File: config.mk
export PLATFORM = sky130hd
export DESIGN_NAME = pcie_rx_stream_arbiter
export DESIGN_NICKNAME = d
export VERILOG_FILES = /design/src/rtl/pcie_rx_stream_arbiter.sv
export SDC_FILE = /design/constraint.sdc
export NUM_CORES = 1
export LEC_CHECK = 0
export BUFFER_PORTS_ARGS = -buffer_cell sky130_fd_sc_hd__buf_2
export CORE_ASPECT_RATIO = 0.75
export CORE_UTILIZATION = 30
export CTS_BUF_LIST = sky130_fd_sc_hd__clkbuf_4 sky130_fd_sc_hd__clkbuf_8
export DETAILED_ROUTE_END_ITERATION = 8
export GPL_TIMING_DRIVEN = 0
export PLACE_DENSITY_LB_ADDON = 0.2
export SLEW_MARGIN = 20
export SYNTH_ARGS = -nofsm -noshare
export SYNTH_HDL_FRONTEND = slang
export SYNTH_SLANG_ARGS = --single-unit
export TNS_END_PERCENT = 20
File: constraint.sdc
create_clock -name aurora_log_clk -period 3.3 [get_ports aurora_log_clk]
set_input_delay 0.33 -clock aurora_log_clk [delete_from_list [all_inputs] [get_ports aurora_log_clk]]
set_output_delay 0.33 -clock aurora_log_clk [all_outputs]
set_load 0.05 [all_outputs]
File: src/rtl/pcie_rx_stream_arbiter.sv
// pcie_rx_stream_arbiter
//   Selects one session channel out of NUM_CH, drains its (non-FWFT) FIFO and streams
//   the words onto a single aurora_rxen/aurora_rxdata bus toward the PCIe DMA writer.
//   Sessions end with an orderly drain of in-flight reads followed by a done pulse; a new
//   start edge on any channel aborts the running session and flushes everything in flight.
//
// Ports
//   aurora_log_clk     clock, single domain
//   aurora_rst_n       asynchronous active-low reset
//   ch_start_i         per-channel session-start level
//   ch_end_i           per-channel session-end level
//   ch_almost_empty_i  per-channel FIFO almost_empty
//   ch_dout_i          FIFO data, channel k at [k*DATA_W +: DATA_W]
//   ch_rd_en_o         per-channel FIFO read enable (registered)
//   ch_fifo_rst_o      per-channel 1-cycle FIFO reset pulse on a start edge
//   aurora_rxen        output beat valid (registered)
//   aurora_rxdata      output beat data (registered, holds when not valid)
//   active_ch_o        selected channel, meaningful while busy_o is high
//   busy_o             high while streaming or draining
//   sess_beats_o       saturating beat count of the current/last session
//   sess_done_o        1-cycle pulse on normal session completion

module pcie_rx_stream_arbiter #(
    parameter int unsigned NUM_CH = 4,
    parameter int unsigned DATA_W = 64,
    parameter int unsigned RD_LAT = 1,
    parameter int unsigned CNT_W  = 32,
    localparam int unsigned CH_W  = (NUM_CH > 1) ? $clog2(NUM_CH) : 1
) (
    input  logic                     aurora_log_clk,
    input  logic                     aurora_rst_n,
    input  logic [NUM_CH-1:0]        ch_start_i,
    input  logic [NUM_CH-1:0]        ch_end_i,
    input  logic [NUM_CH-1:0]        ch_almost_empty_i,
    input  logic [NUM_CH*DATA_W-1:0] ch_dout_i,
    output logic [NUM_CH-1:0]        ch_rd_en_o,
    output logic [NUM_CH-1:0]        ch_fifo_rst_o,
    output logic                     aurora_rxen,
    output logic [DATA_W-1:0]        aurora_rxdata,
    output logic [CH_W-1:0]          active_ch_o,
    output logic                     busy_o,
    output logic [CNT_W-1:0]         sess_beats_o,
    output logic                     sess_done_o
);

    typedef enum logic [1:0] {StIdle, StStream, StDrain, StDone} state_e;

    state_e              state_q, state_d;
    logic [NUM_CH-1:0]   start_q;
    logic                armed_q;
    logic [NUM_CH-1:0]   rd_en_q, rd_en_d;
    logic [NUM_CH-1:0]   fifo_rst_q;
    logic                rxen_q;
    logic [DATA_W-1:0]   rxdata_q;
    logic [CH_W-1:0]     active_q, active_d;
    logic [CNT_W-1:0]    beats_q;
    logic [RD_LAT-1:0]   vld_pipe_q, vld_pipe_d;

    logic [NUM_CH-1:0]   start_edge;
    logic [NUM_CH-1:0]   cand;
    logic                pick_valid;
    logic [CH_W-1:0]     pick_idx;
    logic                abort;
    logic                vld;
    logic                beats_clr;
    logic [DATA_W-1:0]   sel_data;

    // The first cycle after reset only captures the start levels, so a level that was
    // already high across reset is not mistaken for a fresh edge.
    assign start_edge = armed_q ? (ch_start_i & ~start_q) : '0;
    assign cand       = ch_start_i & ~ch_end_i;
    assign abort      = (state_q != StIdle) && (|start_edge);
    assign vld        = vld_pipe_q[RD_LAT-1];

    // Lowest-index eligible channel.
    always_comb begin
        pick_valid = 1'b0;
        pick_idx   = '0;
        for (int k = int'(NUM_CH) - 1; k >= 0; k--) begin
            if (cand[k]) begin
                pick_valid = 1'b1;
                pick_idx   = CH_W'(k);
            end
        end
    end

    always_comb begin
        sel_data = '0;
        for (int k = 0; k < int'(NUM_CH); k++) begin
            if (active_q == CH_W'(k)) begin
                sel_data = ch_dout_i[k*DATA_W +: DATA_W];
            end
        end
    end

    always_comb begin
        state_d   = state_q;
        rd_en_d   = '0;
        active_d  = active_q;
        beats_clr = 1'b0;
        unique case (state_q)
            StIdle: begin
                if (!(|start_edge) && pick_valid) begin
                    state_d   = StStream;
                    active_d  = pick_idx;
                    beats_clr = 1'b1;
                end
            end
            StStream: begin
                if (abort) begin
                    state_d = StIdle;
                end else if (ch_end_i[active_q]) begin
                    state_d = StDrain;
                end else begin
                    // Reads only while the FIFO is not almost empty: never underflows.
                    rd_en_d[active_q] = ~ch_almost_empty_i[active_q];
                end
            end
            StDrain: begin
                if (abort) begin
                    state_d = StIdle;
                end else if (vld_pipe_q == '0) begin
                    state_d = StDone;
                end
            end
            StDone: begin
                state_d = StIdle;
            end
            default: begin
                state_d = StIdle;
            end
        endcase
    end

    // Stage 0 is the registered rd_en; the last stage lines up with valid FIFO data.
    always_comb begin
        vld_pipe_d    = '0;
        vld_pipe_d[0] = |rd_en_q;
        for (int i = 1; i < int'(RD_LAT); i++) begin
            vld_pipe_d[i] = vld_pipe_q[i-1];
        end
        if (abort) begin
            vld_pipe_d = '0;
        end
    end

    always_ff @(posedge aurora_log_clk or negedge aurora_rst_n) begin
        if (!aurora_rst_n) begin
            state_q    <= StIdle;
            start_q    <= '0;
            armed_q    <= 1'b0;
            rd_en_q    <= '0;
            fifo_rst_q <= '0;
            rxen_q     <= 1'b0;
            rxdata_q   <= '0;
            active_q   <= '0;
            beats_q    <= '0;
            vld_pipe_q <= '0;
        end else begin
            state_q    <= state_d;
            start_q    <= ch_start_i;
            armed_q    <= 1'b1;
            rd_en_q    <= rd_en_d;
            fifo_rst_q <= start_edge;
            active_q   <= active_d;
            vld_pipe_q <= vld_pipe_d;
            rxen_q     <= vld && !abort;
            if (vld && !abort) begin
                rxdata_q <= sel_data;
            end
            if (beats_clr) begin
                beats_q <= '0;
            end else if (vld && !abort && (beats_q != {CNT_W{1'b1}})) begin
                beats_q <= beats_q + CNT_W'(1);
            end
        end
    end

    assign ch_rd_en_o    = rd_en_q;
    assign ch_fifo_rst_o = fifo_rst_q;
    assign aurora_rxen   = rxen_q;
    assign aurora_rxdata = rxdata_q;
    assign active_ch_o   = active_q;
    assign busy_o        = (state_q == StStream) || (state_q == StDrain);
    assign sess_beats_o  = beats_q;
    assign sess_done_o   = (state_q == StDone);

endmodule
# Word-level counts from Yosys, hierarchy flattened

Index checks and enable logic that the tools add are counted.

$add $sub $neg: 1
Magnitude comparators: 2
Equal/unequal tests: 10
Mux-type cells: 33
Bitwise gates (word level): 6
Reductions and logical operators: 16

Operators with widths:

| kind                                                                   | count |
|---|---|
| 64-bit 2-to-1 mux                                                      | 4 |
| 32-bit 2-to-1 mux                                                      | 2 |
| 32-bit by 1-bit adder with 32-bit output (second input constant)       | 1 |
| 32-bit inequality test (second input constant)                         | 1 |
| 2-bit 2-to-1 mux                                                       | 9 |
| 4-bit 2-to-1 mux                                                       | 4 |
| 4-bit AND                                                              | 3 |
| 1-bit 2-to-1 mux                                                       | 10 |
| 2-bit equality test (second input constant)                            | 4 |
| 4-bit NOT                                                              | 2 |
| 2-bit case mux with 4 select lines                                     | 1 |
| 4-bit OR reduction                                                     | 2 |
| 3-bit inequality test (second input constant)                          | 2 |
| 1-bit logical AND                                                      | 5 |
| 1-bit binary-select mux with 2-bit select                              | 2 |
| 2-bit by 1-bit equality test with 1-bit output (second input constant) | 2 |
| 2-bit zero test                                                        | 2 |
| 2-bit nonzero test                                                     | 2 |
| 2-bit by 3-bit < comparator with 1-bit output (second input constant)  | 1 |
| 3-bit AND reduction                                                    | 1 |
| 1-bit demux with 2-bit select                                          | 1 |
| 2-bit by 1-bit >= comparator with 1-bit output (second input constant) | 1 |
| 1-bit zero test                                                        | 2 |
| 2-bit inequality test (second input constant)                          | 1 |
| other kinds (3)                                                        | 3 |

Register bits after elaboration: 115
Bits of input ports: 270
Output and inout bits: 109
Logic and storage cells: 78

# Depth between registers and ports, before layout

Depth in word-level cells: 10
Depth in mapped cells: 9
Mapped depth without buffers: 6

# Least setup slack after synthesis

OpenSTA, ideal clock, no wires.

Path kind: register -> register
Start: register beats_q[10] (netlist: sess_beats_o[10])
End: register beats_q[5] (netlist: sess_beats_o[5])
Setup time: 77 ps
Arrival: 2235 ps
Data required time: 3223 ps
Slack: 987 ps
Cell stages (with the launch flop): 9
Path buffers: 3
Clock period less this slack: 2313 ps
Cell sequence: dfrtp_1 nand3_1 nor4_2 and3_1 buf_2 buf_2 buf_4 o31ai_1 a21oi_1

Longest elaborated chain between the ends: 3

RTL lines:

| element                             | line | text |
|---|---|---|
| from (decl)                         | 56   | `logic [CNT_W-1:0] beats_q;` |
| from (signal assigned)              | 174  | `beats_q <= beats_q + CNT_W'(1);` |
| 32-bit inequality test              | 173  | `end else if (vld && !abort && (beats_q != {CNT_W{1'b1}})) begin` |
| 1-bit logical AND                   | 173  |  |
| 2-bit nonzero test (no source line) | -    |  |

No other way between the ends.
A chain may end at the register's enable or synchronous reset.

# Worst setup path after layout

Start: register active_q[1] (netlist: active_ch_o[1])
End: register rxdata_q[4] (netlist: aurora_rxdata[4])

Longest elaborated chain between the ends: 5
Elaborated cells between the ends (all ways): 8
Those cells by class: eq/ne (3); mux (4); reduce/logical (1)

RTL lines:

| element                        | line | text |
|---|---|---|
| from (decl)                    | 55   | `logic [CH_W-1:0] active_q, active_d;` |
| from (signal assigned)         | 165  | `active_q <= active_d;` |
| 2-bit zero test                | 90   | `if (active_q == CH_W'(k)) begin` |
| 64-bit 2-to-1 mux (3 in a row) | 90   |  |
| 64-bit 2-to-1 mux *            | 90   |  |
| to (signal assigned)           | 169  | `rxdata_q <= sel_data;` |
| to (decl)                      | 54   | `logic [DATA_W-1:0] rxdata_q;` |

Every way passes the cells marked *; elsewhere a longest branch is shown, timed or not.

==> results.md <==
- Total number of vias: 6686
- Clock Power Share: 15.3%
- Initial antenna violation count: 2
- Power, Total: around 7.6 mW
- Leakage Power: approximately 4.7 nW
- Top-level port count: ~380
- Crit. path cell count: 6
- Crit-path max FO: 10
- Area post-placement: 0.008955 sq mm
- DP HPWL: 20.59 mm
- Ys Warns: 0
- Global-route wire length before repair: about 39 mm
- Sink Count: approximately 120
- Multi-input combinational cell area: 0.003577 sq mm
- Cts hold-fix bufs: 1
- Cell taking the most area after synthesis: dfrtp_1
- Slowest cell on the critical path: buf_1
- FF+latch area: about 0.0029 sq mm
- Post-CTS sizing: 0
- Switching Fraction: 49.73%
- Total track usage: 22.60%
- DR vias/cell: 5.012
- Largest net degree at the start of global routing: 62
- Crit path max-delay family: buffers and inverters
- Pwr dens: roughly 810 mW/mm^2
- Hold Violations, Final: 0
- # rows: 46
- Die height: approximately 130 microns
- Combinational power share: 57.3%
- Routed wire length: 25.71 mm
- GP Congestion: around 0.86
- Peak VDD IR: roughly 420 uV
- Register share of total power: 27.4%
- Area Overhead vs Synth: 39.62%
- Final ANT Viol Nets: 0
- Worst reg2reg setup slack: 0.54 ns
- Type of element launching the critical path: flop
- Post-route DRC violation count: 0
- TritonRoute pass-1 iters: 5
- Period utilisation layout: 83.59%
- Outcome: finished, final reports clean
- DIE AREA: 0.02284 sq mm
- Setup CP Type: reg -> reg
- Fillers: 2203
- Mapped cell area: 0.006669 sq mm
- CTS tree: yes
- Slew Limit Headroom: ~44%
- Maximum clock path buffer count: 2
- Top area cells in the synthesized netlist: dfrtp_1 43%, mux4_2 22%, nand2_1 12%
- Finished Cell Area: 0.009311 sq mm
- WP buf/inv: 3
- Max-cap violations: 0
- Setup bufs post-CTS: 0
- Fin crit period: around 2.8 ns
- Synth Area per Inst: roughly 11 sq um
- Setup ws final: roughly 0.54 ns
- Worst Path Required: 3.61 ns
- Starting DRT DRC Count: 441
- CP Capture Type: flop
- Actual slew at the worst max-slew pin: 0.8434 ns
- Core ar.: about 0.021 sq mm
- CP Cell Sequence: clkbuf_1 > clkbuf_1 > buf_1 > mux4_2 > nand2_1 > nand2_1
- Setup tns final: 0 ns
- Chip width: 174.2 microns
- Hold Crit Class: in -> reg
- Worst Skew: 0.008545 ns
- Num CTS Buffers: 17
- Max-slew violation count: 0
- Seq/Total Area, Yosys: 43.15%
- Pre-CTS setup slack: approximately 0.45 ns
- H-tree level count: 4
- RSZ-0062 raised after global routing: no
- EDFF count, synth: 0
- Worst EP arrival: 3.07 ns
- P_int: 3.802 mW
- Final setup fails: 0
- Worst reg-to-reg path cell count: 6
- Fraction of layout instances using a drive strength above 1: between 40% and 50%
- FFs w/ async S/R, synth: 100.0%
- CP max stage delay: 0.61 ns
- Yosys reg bits: 115
- Synth Instances: 634
- Top cell type's share of synthesized area: ~43%
- Vias in the first global route: 6601
- Fmax: 362.5 MHz
- Starting density of the core: 31.06%
- Total grt overflow: 0
- Routed WL per cell: roughly 19 microns
- Count of cell types in the netlist: 53
- Count leader, synth: nand2_1
- Ys flop type: dfrtp_1
- Root Driver: clkbuf_8
- Clock latency on the worst-skew pair: 0.43 ns
- Synth cell count leaders: 214 x nand2_1, 115 x dfrtp_1, 65 x mux4_2
- WHS Path Cells: 1
- Syn Nets: 909
- # port buffers: approximately 380
- Nets: 1308
- P_sw: between 3 and 4 mW
- Worst-path clk slew: about 0.07 ns
worst reg2reg max path, cell delays in order (launching register included):
cell	delay [ns]
dfrtp_1	0.35
clkbuf_1	0.53
clkbuf_1	0.57
buf_1	0.62
mux4_2	0.44
nand2_1	0.09
nand2_1	0.06
sequential cells by signal, indices dropped and copies added, names as in the netlist:
| name | count |
|---|---|
| ch_rd_en_o | 4 |
| aurora_rxen | 1 |
| ch_fifo_rst_o | 4 |
| armed_q | 1 |
| vld | 1 |
| aurora_rxdata | 64 |
| state_q | 2 |
| sess_beats_o | 32 |
| active_ch_o | 2 |
| start_q | 4 |
logic make-up after synthesis:
| kind of cell | count (synthesis) | share of synthesized area [%] |
|---|---|---|
| adder cells (fa/ha/maj) | 5 | 0.9381 |
| AO/OA/AOI/OAI | 73 | 7.542 |
| other | 1 | 0.05623 |
| AND/OR/NAND/NOR | 319 | 22.55 |
| flip-flops | 115 | 43.15 |
| buffers and inverters | 52 | 3.208 |
| multiplexers | 69 | 22.55 |
metrics by stage:
step / util (%) / cells / hold WS, ns
after global placement: 41.56 / 1300 / 0.4543
after CTS: 43.35 / 1332 / 0.009787
after detailed placement: 41.71 / 1301 / 0.3266
final: 43.37 / 1334 / 0.04175
after floorplan: - / 634 / 0.03441
after global routing: 43.36 / 1333 / 0.002330
path summary, 6_finish.rpt:
| check | to | start |
|---|---|---|
| max reg2reg | aurora_rxdata[4] | active_ch_o[1] |
| min reg2reg | aurora_rxdata[48] | aurora_rxdata[48] |
| max | aurora_rxdata[4] | active_ch_o[1] |
| min in group asynchronous | aurora_rxdata[7] | aurora_rst_n |
| max in group asynchronous | aurora_rxdata[60] | aurora_rst_n |
| min | start_q[3] | ch_start_i[3] |
layout make-up:
cell class,instances,share of cell area (%)
antenna,2,0.05375
timing repair buffer,380,20.79
tap,288,3.870
clock buffer,24,3.346
multi-input combinational,467,38.42
sequential,115,30.91
inverter,9,0.3628
buffer,43,1.935
clock inverter,6,0.3225
cells in the final DEF (no fill, tap or decap), drive strengths merged, types with 4 or more instances in the layout:
cell type  netlist  routed
nor3             6       6
ha               5       5
or4             20      20
buf             18     397
o31ai           19      19
and3             7       7
and2             5       5
nor4             7       7
mux2i            4       4
nand3           19      19
mux4            65      65
o21ai            6       6
inv              8       8
clkinv           1       7
nor2b            5       5
nand2b           7       7
clkbuf          25      49
a21oi           29      29
nand4           10      10
nor2             9       9
nand2          214     214
dfrtp          115     115
routing by layer:
layer / GRT usage, % / vias to the layer above / share of wire, %
met3: 5.584 / 24 / 7.0
met5: 0 / - / 0.043
met1: 31.14 / 3247 / 45
met4: 5.799 / 2 / 1.5
met2: 35.47 / 285 / 47
li1: - / 3128 / -
power by group through the flow:
stage / Combinational [mW] / Sequential [mW] / Clock, mW
2_1_floorplan: 1.79 / 3.42 / 0
3_3_place_gp: 4.36 / 2.07 / 0
3_5_place_dp: 4.38 / 2.07 / 0
4_1_cts: 4.38 / 2.07 / 1.20
5_1_grt: 4.64 / 2.12 / 1.26
6_report: 4.33 / 2.07 / 1.16
(Power assumes the default switching activity.)
